`src/rtl/operand_load_ctrl_if.sv`:
```
`timescale 1ns/1ps
// Byte-stream side (UART receive, datapath done) and operand-memory side of
// the operand load controller, grouped as one bundle.
interface operand_load_ctrl_if;
  logic [7:0] Rx_Byte_in;
  logic       Rx_Valid_in;
  logic       Alu_Done_in;
  logic [7:0] Rx_Byte_out;
  logic       Load_MSB_a_en_out;
  logic       Load_LSB_a_en_out;
  logic       Load_MSB_b_en_out;
  logic       Load_LSB_b_en_out;
  logic [7:0] Opcode_out;
  logic       Start_out;
  logic       Busy_out;
  logic       Timeout_err_out;
  logic       Overrun_err_out;

  modport slave (
    input  Rx_Byte_in, Rx_Valid_in, Alu_Done_in,
    output Rx_Byte_out, Load_MSB_a_en_out, Load_LSB_a_en_out,
           Load_MSB_b_en_out, Load_LSB_b_en_out, Opcode_out,
           Start_out, Busy_out, Timeout_err_out, Overrun_err_out
  );

  modport master (
    output Rx_Byte_in, Rx_Valid_in, Alu_Done_in,
    input  Rx_Byte_out, Load_MSB_a_en_out, Load_LSB_a_en_out,
           Load_MSB_b_en_out, Load_LSB_b_en_out, Opcode_out,
           Start_out, Busy_out, Timeout_err_out, Overrun_err_out
  );
endinterface

```
`src/rtl/operand_load_ctrl.sv`:
```
`timescale 1ns/1ps
// Parses 5-byte command frames (opcode, aMSB, aLSB, bMSB, bLSB) into operand
// load strobes, starts the datapath and waits for completion.
module operand_load_ctrl #(
  parameter int TIMEOUT_CYCLES = 100000,
  parameter int CNT_W          = 17
) (
  input  logic                CLK,
  input  logic                RST,
  operand_load_ctrl_if.slave  bus
);

  typedef enum logic [2:0] {
    IDLE, GET_AMSB, GET_ALSB, GET_BMSB, GET_BLSB, START, WAIT_DONE
  } state_t;

  // The counter never holds TIMEOUT_CYCLES itself: abort fires on the cycle
  // the increment would reach it.
  localparam logic [CNT_W-1:0] CNT_LAST = CNT_W'(TIMEOUT_CYCLES - 1);

  state_t           state_q, state_d;
  logic [CNT_W-1:0] cnt_q, cnt_d;
  logic [7:0]       byte_q, byte_d;
  logic [7:0]       opcode_q, opcode_d;
  logic [3:0]       en_q, en_d;
  logic             start_q, start_d;
  logic             tmo_q, tmo_d;
  logic             ovr_q, ovr_d;
  logic             busy_q, busy_d;

  always_ff @(posedge CLK or negedge RST) begin
    if (!RST) begin
      state_q  <= IDLE;
      cnt_q    <= '0;
      byte_q   <= 8'h00;
      opcode_q <= 8'h00;
      en_q     <= 4'b0000;
      start_q  <= 1'b0;
      tmo_q    <= 1'b0;
      ovr_q    <= 1'b0;
      busy_q   <= 1'b0;
    end else begin
      state_q  <= state_d;
      cnt_q    <= cnt_d;
      byte_q   <= byte_d;
      opcode_q <= opcode_d;
      en_q     <= en_d;
      start_q  <= start_d;
      tmo_q    <= tmo_d;
      ovr_q    <= ovr_d;
      busy_q   <= busy_d;
    end
  end

  always_comb begin
    state_d  = state_q;
    cnt_d    = cnt_q;
    byte_d   = byte_q;
    opcode_d = opcode_q;
    en_d     = 4'b0000;
    start_d  = 1'b0;
    tmo_d    = 1'b0;
    ovr_d    = 1'b0;

    unique case (state_q)
      IDLE: begin
        if (bus.Rx_Valid_in) begin
          opcode_d = bus.Rx_Byte_in;
          cnt_d    = '0;
          state_d  = GET_AMSB;
        end
      end

      GET_AMSB, GET_ALSB, GET_BMSB, GET_BLSB: begin
        if (bus.Rx_Valid_in) begin
          // Enable bit order: {a MSB, a LSB, b MSB, b LSB}
          byte_d = bus.Rx_Byte_in;
          cnt_d  = '0;
          unique case (state_q)
            GET_AMSB: begin en_d = 4'b1000; state_d = GET_ALSB; end
            GET_ALSB: begin en_d = 4'b0100; state_d = GET_BMSB; end
            GET_BMSB: begin en_d = 4'b0010; state_d = GET_BLSB; end
            default:  begin en_d = 4'b0001; state_d = START;    end
          endcase
        end else if (cnt_q == CNT_LAST) begin
          cnt_d   = '0;
          tmo_d   = 1'b1;
          state_d = IDLE;
        end else begin
          cnt_d = cnt_q + CNT_W'(1);
        end
      end

      START: begin
        start_d = 1'b1;
        ovr_d   = bus.Rx_Valid_in;
        state_d = WAIT_DONE;
      end

      WAIT_DONE: begin
        ovr_d = bus.Rx_Valid_in;
        if (bus.Alu_Done_in) begin
          state_d = IDLE;
        end
      end

      default: begin
        state_d = IDLE;
        cnt_d   = '0;
      end
    endcase

    busy_d = (state_d != IDLE);
  end

  assign bus.Rx_Byte_out       = byte_q;
  assign bus.Load_MSB_a_en_out = en_q[3];
  assign bus.Load_LSB_a_en_out = en_q[2];
  assign bus.Load_MSB_b_en_out = en_q[1];
  assign bus.Load_LSB_b_en_out = en_q[0];
  assign bus.Opcode_out        = opcode_q;
  assign bus.Start_out         = start_q;
  assign bus.Busy_out          = busy_q;
  assign bus.Timeout_err_out   = tmo_q;
  assign bus.Overrun_err_out   = ovr_q;

endmodule

```
`src/flat_wrapper.sv`:
```
// flat-port wrapper written by rule: the top's interface ports become plain ports
module operand_load_ctrl_flat 
#(
  parameter int TIMEOUT_CYCLES = 100000,
  parameter int CNT_W          = 17
)
  (CLK, RST, bus_Rx_Byte_in, bus_Rx_Valid_in, bus_Alu_Done_in, bus_Rx_Byte_out, bus_Load_MSB_a_en_out, bus_Load_LSB_a_en_out, bus_Load_MSB_b_en_out, bus_Load_LSB_b_en_out, bus_Opcode_out, bus_Start_out, bus_Busy_out, bus_Timeout_err_out, bus_Overrun_err_out);
  operand_load_ctrl_if bus_i ();
  input  logic CLK;
  input  logic RST;
  input wire logic [$bits(bus_i.Rx_Byte_in)-1:0] bus_Rx_Byte_in;
  input wire logic [$bits(bus_i.Rx_Valid_in)-1:0] bus_Rx_Valid_in;
  input wire logic [$bits(bus_i.Alu_Done_in)-1:0] bus_Alu_Done_in;
  output wire logic [$bits(bus_i.Rx_Byte_out)-1:0] bus_Rx_Byte_out;
  output wire logic [$bits(bus_i.Load_MSB_a_en_out)-1:0] bus_Load_MSB_a_en_out;
  output wire logic [$bits(bus_i.Load_LSB_a_en_out)-1:0] bus_Load_LSB_a_en_out;
  output wire logic [$bits(bus_i.Load_MSB_b_en_out)-1:0] bus_Load_MSB_b_en_out;
  output wire logic [$bits(bus_i.Load_LSB_b_en_out)-1:0] bus_Load_LSB_b_en_out;
  output wire logic [$bits(bus_i.Opcode_out)-1:0] bus_Opcode_out;
  output wire logic [$bits(bus_i.Start_out)-1:0] bus_Start_out;
  output wire logic [$bits(bus_i.Busy_out)-1:0] bus_Busy_out;
  output wire logic [$bits(bus_i.Timeout_err_out)-1:0] bus_Timeout_err_out;
  output wire logic [$bits(bus_i.Overrun_err_out)-1:0] bus_Overrun_err_out;
  assign bus_i.Rx_Byte_in = bus_Rx_Byte_in;
  assign bus_i.Rx_Valid_in = bus_Rx_Valid_in;
  assign bus_i.Alu_Done_in = bus_Alu_Done_in;
  assign bus_Rx_Byte_out = bus_i.Rx_Byte_out;
  assign bus_Load_MSB_a_en_out = bus_i.Load_MSB_a_en_out;
  assign bus_Load_LSB_a_en_out = bus_i.Load_LSB_a_en_out;
  assign bus_Load_MSB_b_en_out = bus_i.Load_MSB_b_en_out;
  assign bus_Load_LSB_b_en_out = bus_i.Load_LSB_b_en_out;
  assign bus_Opcode_out = bus_i.Opcode_out;
  assign bus_Start_out = bus_i.Start_out;
  assign bus_Busy_out = bus_i.Busy_out;
  assign bus_Timeout_err_out = bus_i.Timeout_err_out;
  assign bus_Overrun_err_out = bus_i.Overrun_err_out;
  operand_load_ctrl #(.TIMEOUT_CYCLES(TIMEOUT_CYCLES), .CNT_W(CNT_W)) u_core (.CLK(CLK), .RST(RST), .bus(bus_i));
endmodule
```
`config.mk`:
```
export PLATFORM = sky130hd
export DESIGN_NAME = operand_load_ctrl_flat
export DESIGN_NICKNAME = d
export VERILOG_FILES = /design/src/rtl/operand_load_ctrl_if.sv /design/src/rtl/operand_load_ctrl.sv /design/src/flat_wrapper.sv
export SDC_FILE = /design/constraint.sdc
export NUM_CORES = 1
export LEC_CHECK = 0
export CAP_MARGIN = 20
export CORE_MARGIN = 2
export CORE_UTILIZATION = 50
export DETAILED_ROUTE_END_ITERATION = 8
export PLACE_DENSITY = 0.87
export RECOVER_POWER = 25
export SYNTH_ARGS = -nofsm -noshare
export SYNTH_HDL_FRONTEND = slang
export SYNTH_SLANG_ARGS = --single-unit
```
`constraint.sdc`:
```
create_clock -name CLK -period 3.2 [get_ports CLK]
set_input_delay 0.64 -clock CLK [delete_from_list [all_inputs] [get_ports CLK]]
set_output_delay 0.64 -clock CLK [all_outputs]
set_load 0.03 [all_outputs]
```
Word-level counts from Yosys, hierarchy flattened
Cells that the tools add are included.

Output and inout port bits: 24. Input bits: 12. Word-level logic and storage cells: 44. Bits in registers: 44.

Multiplexer cells: 18. Bitwise logic cells: 1. Reductions and logical operators: 7. Equality and inequality tests: 8. Add/sub/neg operators: 1.

Operators by type and width (count): $mux W17 (3); $pmux W17 S3 (1); $add A17 B1 Y17 const B (1); $eq A17 B17 Y1 const B (1); $mux W3 (4); $pmux W3 S4 (1); $pmux W4 S3 (1); $eq A3 B3 Y1 const B (3); $pmux W3 S3 (1); $mux W4 (2); $eq A3 B2 Y1 const B (2); $reduce_and A2 Y1 (3); $mux W1 (5); $reduce_or A4 Y1 (1); $eq A3 B1 Y1 const B (1); $logic_not A3 Y1 (1); $reduce_bool A3 Y1 (1); $ne A2 B2 Y1 const B (1); $reduce_or A2 Y1 (1); $not A1 Y1 (1).

Logic depth before layout (Yosys ltp)
Gate-level depths: netlist of run 1.

Depth in word-level cells: 5. Gate-level depth with buffers: 7. Depth with buffers taken out: 6.

Worst setup path after synthesis of run 1
No wires, ideal clock.

Path type: input to register. Start: input port bus_Rx_Valid_in. End: register u_core.cnt_q[16]. Data arrival time: 1.769 ns. Library setup time: 0.069 ns. Stages on the path: 7. Data required time: 3.131 ns. Path buffers: 2. Setup slack: 1.362 ns. Cells stage by stage: buf_2 > nor2_2 > mux2i_4 > a21o_1 > buf_6 > or3_1 > nand3_1.

Longest elaborated chain between the ends: 2. Elaborated cells on any way between the ends: 4. Those cells by class: 1 x eq/ne; 2 x mux; 1 x reduce/logical.

Ends and longest elaborated chain: start: declaration (RTL line flat_wrapper.sv:12) `input wire logic [$bits(bus_i.Rx_Valid_in)-1:0] bus_Rx_Valid_in;`; $mux W17 / $ne A2 B2 Y1 (equally long branches); $pmux W17 S3 / $reduce_and A2 Y1 (equally long branches); end signal: assignment (RTL line operand_load_ctrl.sv:44) `cnt_q <= cnt_d;`; end: declaration (RTL line operand_load_ctrl.sv:22) `logic [CNT_W-1:0] cnt_q, cnt_d;`.

Several ways; a longest one is shown, not always the timed one. A chain may end at the register's enable or synchronous reset.

Final worst setup path of run 1
Start: input port bus_Rx_Valid_in. End: register u_core.cnt_q[14].

Same word-level chain as after synthesis.

==> results of run 1 <==
-- worst max-delay path, stage by stage --
cell and delay, ps:
clkdlybuf4s50_1 590, nor2b_1 280, mux2i_4 160, a21oi_1 790, nand3_1 160, o311ai_1 140
-- per-layer routing --
metal	track usage (%)	part of all wire, %	wire (microns)	vias up
met3	5.38	4.7	192	8
met4	7.63	1.4	58	0
met5	0	0	0	-
met2	26.8	45	1820	49
met1	24.8	49	2000	734
li1	-	-	-	789
-- how the worst max path moves through the flow --
stage	slack [ps]	cells after the start	to
CTS	650	6	u_core.cnt_q[7]$_DFFE_PN0P_
global route	380	1	u_core.cnt_q[5]$_DFFE_PN0P_
detailed placement	370	6	u_core.cnt_q[12]$_DFFE_PN0P_
finish	620	6	u_core.cnt_q[14]$_DFFE_PN0P_
global placement	460	6	u_core.cnt_q[5]$_DFFE_PN0P_
floorplan	1360	7	u_core.cnt_q[16]$_DFFE_PN0P_
-- cells by family after synthesis --
logic type | after synthesis | share of synthesized area (%)
and+or+nand+nor | 83 | 21.8
DFF | 44 | 51.6
AOI/OAI and AO/OA | 38 | 12.0
muxes | 17 | 9.50
buffers and inverters | 12 | 3.69
xor gates and xnor gates | 2 | 0.821
adders and majority gates | 1 | 0.586
-- placed cells by master, fill, tap and decap left out, drive strengths merged, types with 4 or more instances in the layout --
cell           Yosys  layout
a21oi             10      10
and3               4       4
clkbuf             2       7
clkdlybuf4s50      0      34
dfrtp             44      44
mux2              16      16
nand2             22      22
nand2b             4       4
nand3             11      11
nand4              5       5
nor2              10      10
nor3               9       9
o21ai             11      11
o311ai             4       4
or3                6       6
-- flip-flops by register name, summed over array words and instances (netlist names) --
| name | count |
|---|---|
| u_core.bus.Opcode_out | 8 |
| u_core.bus.Rx_Byte_out | 8 |
| u_core.bus.Start_out | 1 |
| u_core.bus.Overrun_err_out | 1 |
| u_core.bus.Busy_out | 1 |
| u_core.en_q | 4 |
| u_core.state_q | 3 |
| u_core.cnt_q | 17 |
| u_core.bus.Timeout_err_out | 1 |
-- cell type report --
cell class,count,area share [%]
clock buffer,6,2.81
clock inverter,2,1.36
multi-input combinational,141,37.0
timing repair buffer,35,13.3
sequential,44,42.7
tap,50,2.42
inverter,3,0.436
-- metrics by stage --
stage               area, sq um  cells  total power [W]  worst slack (ps)
finish                     2580    281          0.00237               624
global route               2580    281          0.00252               381
CTS                        2580    281          0.00239               647
detailed placement         2470    273          0.00198               365
global placement           2470    273          0.00195               461
floorplan                  2130    197          0.00166              1360
-- power by group through the flow --
stage	combinational [W]	clock, W	sequential (W)
2_1_floorplan	0.000603	0	0.00106
3_3_place_gp	0.00107	0	0.000878
3_5_place_dp	0.00109	0	0.000889
4_1_cts	0.00110	0.000421	0.000876
5_1_grt	0.00116	0.000453	0.000908
6_report	0.00108	0.000410	0.000877
==> out/qor.csv, run 1 <==
stage,metric,value,unit
hold_path,Worst Hold Depth,1,
synth,Post-synth EDFFs,0,
timing,Setup Skew,5.52,ps
setup_path,crit path launch,bus_Rx_Valid_in,
grt,vias in the first global route,1467,
timing,"Slew Viols, Final",45,
setup_path,Crit Reg-Reg Startpoint,u_core.state_q[1]$_DFF_PN0_,
synth,largest cells by area after synthesis,"dfrtp_1 (52%), mux2_2 (8.4%), nand2_1 (3.9%), nand3_1 (2.6%), a21oi_1 (2.3%)",
synth,"Top FF cell, synth",dfrtp_1,
setup_path,Critical Path AT,2760,ps
floorplan,Core ar.,4060,sq um
clock_network,CTS Buf Count,5,
clock_network,"Hold-fix buffers, CTS",0,
drt,initial DRC count,116,
hold_path,hold_sp,u_core.bus.Opcode_out[0]$_DFFE_PN0P_,
timing,endpoints failing setup,0,
synth,synthesized flop and latch total,44,
power_and_ir_drop,Comb pwr share,45.7,%
layout,fillers,305,
grt,GRT Total Usage,18.1,%
power_and_ir_drop,Cell Pwr Density,919,nW/um^2
clock_network,"CTS clk-pin slew, worst paths",80,ps
floorplan,Starting Density,52.6,%
hold_path,hold endpoint,u_core.bus.Opcode_out[0]$_DFFE_PN0P_,
timing,pin slew with the least headroom to its limit,2250,ps
power_and_ir_drop,NetSw,0.000944,W
power_and_ir_drop,Reg power frac,37.0,%
drt,Antenna Violating Nets Remaining,0,
clock_network,total clock sinks,44,
placed_design,PortBufs,35,
layout,multi-input logic area,953,sq um
synth,commonest cells in the netlist,"dfrtp_1 (44), nand2_1 (22), mux2_2 (16)",
synth,async set or reset register ratio after synthesis,100,%
placed_design,dpl hpwl,2740,microns
clock_network,Post-CTS Setup Bufs,0,
power_and_ir_drop,Sw Share,39.8,%
floorplan,I/O pin count,36,
layout,n_diodes,0,
setup_path,reg2reg setup slack,900,ps
layout,Finished Core Util,63.6,%
power_and_ir_drop,VDD IR max,370,uV
layout,P&R area growth vs syn,20.9,%
placed_design,GPL Wtd Cong,0.821,
drt,WL/cell,14.5,microns
grt,global route overflow,0,
timing,RSZ-0062 raised after global routing,false,
synth,Yosys top cell area share,51.6,%
synth,post-synthesis cell count,197,
setup_path,crit path max fanout,13,
timing,slew margin rel.,-50.0,%
setup_path,Crit path required time,3390,ps
floorplan,DIE HEIGHT,69.3,microns
clock_network,post_cts resized,0,
hold_path,HP Class,reg -> reg,
setup_path,Worst setup SP type,primary input,
synth,syn_nets,210,
floorplan,die area,4810,sq um
power_and_ir_drop,internal power,0.00143,W
drt,WL final,4070,microns
clock_network,CTS H-Tree Depth,2,
clock_network,Root Driver,clkbuf_8,
synth,Synth area leader,dfrtp_1,
clock_network,CTS tree,yes,
layout,Storage cell area,1100,sq um
floorplan,Die W,69.3,microns
drt,Remaining DRCs,0,
grt,initial antenna violation count,0,
drt,total number of vias,1580,
power_and_ir_drop,Leak,1.07,nW
drt,Via density,5.62,
layout,Nets,243,
floorplan,Rows,23,
setup_path,Crit. End Element,flip-flop,
timing,hold_ws,508,ps
grt,largest net degree at the start of global routing,45,
timing,Final Hold Viols,0,
setup_path,FF-to-FF path depth,5,
synth,Synth warnings,0,
timing,Max Clk Rate,388,MHz
synth,Netlist cell types,42,
synth,top-count cell post-synth,dfrtp_1,
synth,sequential fraction of the synthesis area,51.6,%
setup_path,Crit Path Category,in -> reg,
timing,period utilization,80.5,%
timing,TNS Setup,0,ps
drt,1st-pass router iterations,4,
setup_path,Reg-to-Reg End,u_core.cnt_q[14]$_DFFE_PN0P_,
synth,Mean Syn Cell Area,10.8,sq um
timing,Tmin final,2580,ps
layout,share of post-route cells with drive strength above 1,13.4,%
grt,first-pass GRT wire length,6960,microns
clock_network,CTS max path bufs,2,
status,status,"finished, violations left",
clock_network,"Clk Latency, worst-skew pair",290,ps
status,failing checks,"capacitance limit, slew limit",
synth,synthesized cell area,2130,sq um
power_and_ir_drop,clock share of power,17.3,%
flow_run,Max Cap Viol,1,
No activity file was read; power rests on OpenSTA's default activity.
==> run 2: changes to the inputs <==
==> constraint.sdc (replaced) <==
create_clock -name CLK -period 2.67 [get_ports CLK]
set_input_delay 0.534 -clock CLK [delete_from_list [all_inputs] [get_ports CLK]]
set_output_delay 0.534 -clock CLK [all_outputs]
set_load 0.03 [all_outputs]
==> out/qor.csv, run 2 (synthesis gave the netlist of run 1 again) <==
stage,metric,value,unit
timing,Max Clk Rate,445,MHz
power_and_ir_drop,VDD IR max,345,uV
power_and_ir_drop,Leak,1.10,nW
layout,"non-filler cells, final",286,
layout,n_diodes,0,
status,status,finished clean,
power_and_ir_drop,total power,0.00283,W
floorplan,Core ar.,4060,sq um
timing,TNS Setup,0,ps
floorplan,Starting Density,52.6,%
timing,Setup Skew,7.76,ps
placed_design,dpl hpwl,3010,microns
clock_network,post_cts resized,0,
floorplan,DIE HEIGHT,69.3,microns
floorplan,die area,4810,sq um
grt,initial antenna violation count,0,
power_and_ir_drop,Cell Pwr Density,1090,nW/um^2
drt,Via density,5.71,
timing,period utilization,84.1,%
layout,multi-input logic area,953,sq um
grt,largest net degree at the start of global routing,45,
clock_network,CTS Buf Count,5,
clock_network,"Clk Latency, worst-skew pair",290,ps
clock_network,CTS tree,yes,
hold_path,HP Class,in -> async,
placed_design,GPL Wtd Cong,0.819,
clock_network,CTS H-Tree Depth,2,
layout,fillers,326,
clock_network,"CTS clk-pin slew, worst paths",80,ps
layout,cell area after layout,2600,sq um
layout,most frequent cells in the layout,"dfrtp_1 (44), clkdlybuf4s50_1 (34), nand2_1 (22), mux2_2 (16), nand3_1 (11)",
timing,pin slew with the least headroom to its limit,1060,ps
flow_run,Max Cap Viol,0,
setup_path,Crit Path Category,reg -> reg,
grt,GRT Total Usage,18.8,%
setup_path,Crit. End Element,flip-flop,
setup_path,Reg-to-Reg End,u_core.cnt_q[5]$_DFFE_PN0P_,
clock_network,Root Driver,clkbuf_8,
setup_path,Crit Reg-Reg Startpoint,u_core.cnt_q[0]$_DFFE_PN0P_,
timing,hold_ws,425,ps
drt,Antenna Violating Nets Remaining,0,
floorplan,Die W,69.3,microns
setup_path,Critical Path AT,2450,ps
setup_path,Crit path required time,2870,ps
timing,Tmin final,2250,ps
floorplan,I/O pin count,36,
layout,"commonest non-fill, non-tap cell in the layout",dfrtp_1,
layout,max FFs per register,17,
grt,global route overflow,0,
placed_design,Placed Cells,277,
grt,first-pass GRT wire length,7310,microns
timing,"Slew Viols, Final",0,
placed_design,PortBufs,35,
setup_path,reg2reg setup slack,420,ps
drt,1st-pass router iterations,4,
layout,Storage cell area,1100,sq um
clock_network,total clock sinks,44,
layout,share of post-route cells with drive strength above 1,16.1,%
clock_network,Post-CTS Setup Bufs,0,
timing,endpoints failing setup,0,
timing,Final Hold Viols,0,
timing,RSZ-0062 raised after global routing,false,
layout,largest reg by FF count,u_core.cnt_q,
setup_path,Worst setup SP type,flip-flop,
setup_path,crit path max fanout,7,
grt,vias in the first global route,1552,
layout,Nets,248,
timing,slew margin rel.,29.2,%
clock_network,CTS max path bufs,2,
drt,Remaining DRCs,0,
clock_network,"Hold-fix buffers, CTS",0,
layout,P&R area growth vs syn,22.1,%
drt,WL/cell,15.0,microns
setup_path,FF-to-FF path depth,7,
floorplan,Rows,23,
drt,initial DRC count,126,
drt,total number of vias,1632,
drt,WL final,4300,microns
placed_design,DP Area,2500,sq um
## run 2: cell types whose count changed in the layout (fill, tap and decap cells not counted)
cell,delta
buf_4,+5
clkinv_2,+1
clkbuf_2,+1
bufinv_16,-1
clkbuf_8,+1
clkbuf_1,-2
## run 2: through the flow
| stage | util [%] | setup WS, ps |
|---|---|---|
| 2_1_floorplan | - | 875 |
| 3_3_place_gp | 61.7 | 224 |
| 6_report | 64.2 | 425 |
| 4_1_cts | 64.0 | 247 |
| 3_5_place_dp | 61.7 | 127 |
| 5_1_grt | 64.2 | 310 |
## run 2: cell type report
cell class                      instances  share of cell area [%]
Clock buffer                            6                    3.17
Clock inverter                          2                   0.384
Inverter                                3                   0.432
Multi-Input combinational cell        141                    36.6
Sequential cell                        44                    42.3
Tap cell                               50                    2.40
Timing Repair Buffer                   40                    14.7
## run 2: worst max-delay path by stage
stage / slack [ps] / cells past startpoint / to / start
floorplan: 870 / 7 / u_core.cnt_q[16]$_DFFE_PN0P_ / u_core.cnt_q[0]$_DFFE_PN0P_
global placement: 220 / 6 / u_core.cnt_q[5]$_DFFE_PN0P_ / bus_Rx_Valid_in
detailed placement: 130 / 6 / u_core.cnt_q[5]$_DFFE_PN0P_ / bus_Rx_Valid_in
CTS: 250 / 6 / u_core.cnt_q[5]$_DFFE_PN0P_ / u_core.cnt_q[0]$_DFFE_PN0P_
global route: 310 / 7 / u_core.cnt_q[5]$_DFFE_PN0P_ / u_core.cnt_q[0]$_DFFE_PN0P_
finish: 420 / 7 / u_core.cnt_q[5]$_DFFE_PN0P_ / u_core.cnt_q[0]$_DFFE_PN0P_
## run 2: routing by layer
| metal | vias to the layer above | track usage [%] | part of all wire, % |
|---|---|---|---|
| met5 | - | 0 | 0 |
| met4 | 0 | 5.88 | 0.88 |
| met3 | 4 | 4.80 | 5.3 |
| met2 | 49 | 31.0 | 48 |
| met1 | 783 | 24.5 | 46 |
| li1 | 796 | - | - |
## run 2: power breakdown
group	leakage [nW]	switching, W	internal [W]
clock network	0.0510	0.000217	0.000207
registers	0.566	0.000169	0.000853
logic	0.479	0.000767	0.000615
total	1.10	0.00115	0.00168
## run 2: critical path: stages (launching register included)
cell	delay (ps)
dfrtp_1	420
ha_1	260
and3_1	260
and3_4	190
a21oi_1	490
buf_4	270
a21oi_1	70
o21ai_0	200
==> run 3: changes to the inputs <==
==> constraint.sdc (replaced) <==
create_clock -name CLK -period 2.1 [get_ports CLK]
set_input_delay 0.42 -clock CLK [delete_from_list [all_inputs] [get_ports CLK]]
set_output_delay 0.42 -clock CLK [all_outputs]
set_load 0.03 [all_outputs]
==> out/qor.csv, run 3 (synthesis gave the netlist of run 1 again) <==
stage,metric,value,unit
timing,Max Clk Rate,513,MHz
timing,endpoints failing setup,0,
floorplan,die area,4810,sq um
clock_network,CTS H-Tree Depth,2,
timing,"Slew Viols, Final",32,
floorplan,I/O pin count,36,
timing,Final Hold Viols,0,
layout,share of post-route cells with drive strength above 1,19.4,%
setup_path,Crit. End Element,flip-flop,
power_and_ir_drop,Leak,1.16,nW
status,failing checks,"capacitance limit, slew limit",
setup_path,Worst setup SP type,flip-flop,
grt,GRT Total Usage,19.6,%
timing,Setup WS post-layout,150,ps
grt,initial antenna violation count,0,
power_and_ir_drop,Comb pwr share,50.9,%
clock_network,"Hold-fix buffers, CTS",0,
layout,max FFs per register,17,
power_and_ir_drop,Cell Pwr Density,1410,nW/um^2
placed_design,GPL Wtd Cong,0.919,
power_and_ir_drop,clock share of power,16.1,%
timing,Tmin final,1950,ps
drt,WL/cell,14.4,microns
layout,Nets,260,
placed_design,PortBufs,35,
power_and_ir_drop,NetSw,0.00149,W
clock_network,CTS Buf Count,5,
power_and_ir_drop,Sw Share,38.7,%
timing,pin slew with the least headroom to its limit,1630,ps
setup_path,crit-path cells,ha_1 -> and3_1 -> and3_4 -> a21o_1 -> or3_1 -> o21ai_1,
clock_network,Post-CTS Setup Bufs,0,
floorplan,Die W,69.3,microns
power_and_ir_drop,total power,0.00385,W
setup_path,crit-path max cell delay,430,ps
clock_network,CTS tree,yes,
setup_path,Critical Path AT,2160,ps
placed_design,pre-CTS setup slack,20.3,ps
layout,cell area after layout,2720,sq um
timing,Setup Skew,6.09,ps
power_and_ir_drop,internal power,0.00236,W
drt,WL final,4290,microns
layout,fillers,309,
drt,Remaining DRCs,0,
layout,n_diodes,0,
clock_network,post_cts resized,0,
hold_path,hold_sp,u_core.bus.Opcode_out[5]$_DFFE_PN0P_,
floorplan,DIE HEIGHT,69.3,microns
setup_path,Crit Reg-Reg Startpoint,u_core.cnt_q[0]$_DFFE_PN0P_,
drt,initial DRC count,121,
placed_design,DP Area,2610,sq um
layout,Storage cell area,1100,sq um
placed_design,dpl hpwl,3150,microns
drt,Via density,5.70,
layout,P&R area growth vs syn,27.5,%
floorplan,Rows,23,
timing,period utilization,92.8,%
grt,first-pass GRT wire length,7810,microns
timing,TNS Setup,0,ps
setup_path,Crit path required time,2310,ps
drt,1st-pass router iterations,4,
floorplan,Core ar.,4060,sq um
hold_path,Worst Hold Depth,1,
power_and_ir_drop,VDD IR max,570,uV
setup_path,Crit Path Category,reg -> reg,
setup_path,Reg-to-Reg End,u_core.cnt_q[8]$_DFFE_PN0P_,
clock_network,Root Driver,clkbuf_8,
layout,"commonest non-fill, non-tap cell in the layout",dfrtp_1,
power_and_ir_drop,Reg power frac,33.0,%
setup_path,"CP delay by family, top",simple AND/OR/NAND/NOR gates,
grt,largest net degree at the start of global routing,32,
drt,total number of vias,1698,
layout,multi-input logic area,953,sq um
status,status,"finished, violations left",
hold_path,HP Class,reg -> reg,
clock_network,"CTS clk-pin slew, worst paths",80,ps
setup_path,FF-to-FF path depth,6,
layout,largest reg by FF count,u_core.cnt_q,
timing,RSZ-0062 raised after global routing,false,
layout,Finished Core Util,67.0,%
setup_path,crit path max fanout,8,
flow_run,Max Cap Viol,1,
grt,vias in the first global route,1729,
clock_network,total clock sinks,44,
grt,global route overflow,0,
setup_path,worst path bufs/invs,0,
clock_network,"Clk Latency, worst-skew pair",290,ps
floorplan,Starting Density,52.6,%
setup_path,Critical-path top delay cell,dfrtp_1,
drt,Antenna Violating Nets Remaining,0,
clock_network,CTS max path bufs,2,
timing,slew margin rel.,-8.45,%
layout,most frequent cells in the layout,"dfrtp_1 (44), clkdlybuf4s50_1 (34), nand2_1 (22), mux2_2 (16), buf_4 (16)",
hold_path,hold endpoint,u_core.bus.Opcode_out[5]$_DFFE_PN0P_,
setup_path,reg2reg setup slack,150,ps
## run 3: cell count changes in the layout (fill, tap and decap cells not counted), sizes merged
cell    delta
bufinv     +1
buf       +12
clkinv     -1
## run 3: per-stage QoR
step / hold slack [ps] / std cells
2_1_floorplan: 124 / 197
3_3_place_gp: 482 / 290
3_5_place_dp: 489 / 290
4_1_cts: 175 / 298
5_1_grt: 525 / 298
6_report: 506 / 298
## run 3: layer usage
layer / part of all wire [%] / up-vias / GRT usage (%) / routed length, microns
li1: - / 816 / - / -
met1: 45 / 798 / 25.7 / 1920
met2: 47 / 75 / 31.2 / 2030
met3: 6.7 / 9 / 5.23 / 289
met4: 1.3 / 0 / 7.63 / 54
met5: 0 / - / 0 / 0
## run 3: worst max-delay path by stage
stage / start / depth (start not counted) / to / slack, ps
final: u_core.cnt_q[0]$_DFFE_PN0P_ / 6 / u_core.cnt_q[8]$_DFFE_PN0P_ / 150
after global routing: u_core.cnt_q[0]$_DFFE_PN0P_ / 6 / u_core.cnt_q[12]$_DFFE_PN0P_ / 50
after CTS: u_core.cnt_q[0]$_DFFE_PN0P_ / 6 / u_core.cnt_q[8]$_DFFE_PN0P_ / 150
after detailed placement: bus_Rx_Valid_in / 6 / u_core.cnt_q[8]$_DFFE_PN0P_ / 20
after global placement: bus_Rx_Valid_in / 6 / u_core.cnt_q[16]$_DFFE_PN0P_ / 90
after floorplan: u_core.cnt_q[0]$_DFFE_PN0P_ / 7 / u_core.cnt_q[16]$_DFFE_PN0P_ / 300
## run 3: cell type report
cell class	count	share of cell area, %
clock buffers	6	2.67
clock inverters	2	1.29
inverters	3	0.414
multi-input cells	141	35.1
flip-flops and latches	44	40.5
well taps	50	2.30
repair buffers	52	17.8
## run 3: power by group through the flow
stage	Combinational (W)	Clock (W)	Sequential (W)
final	0.00196	0.000620	0.00127
after global routing	0.00210	0.000678	0.00131
after CTS	0.00197	0.000638	0.00127
after detailed placement	0.00196	0	0.00129
after global placement	0.00193	0	0.00126
after floorplan	0.000919	0	0.00161
## run 3: worst register-to-register path: stages (launching register included)
cell and delay [ps]:
dfrtp_1 430, ha_1 260, and3_1 250, and3_4 200, a21o_1 270, or3_1 390, o21ai_1 90
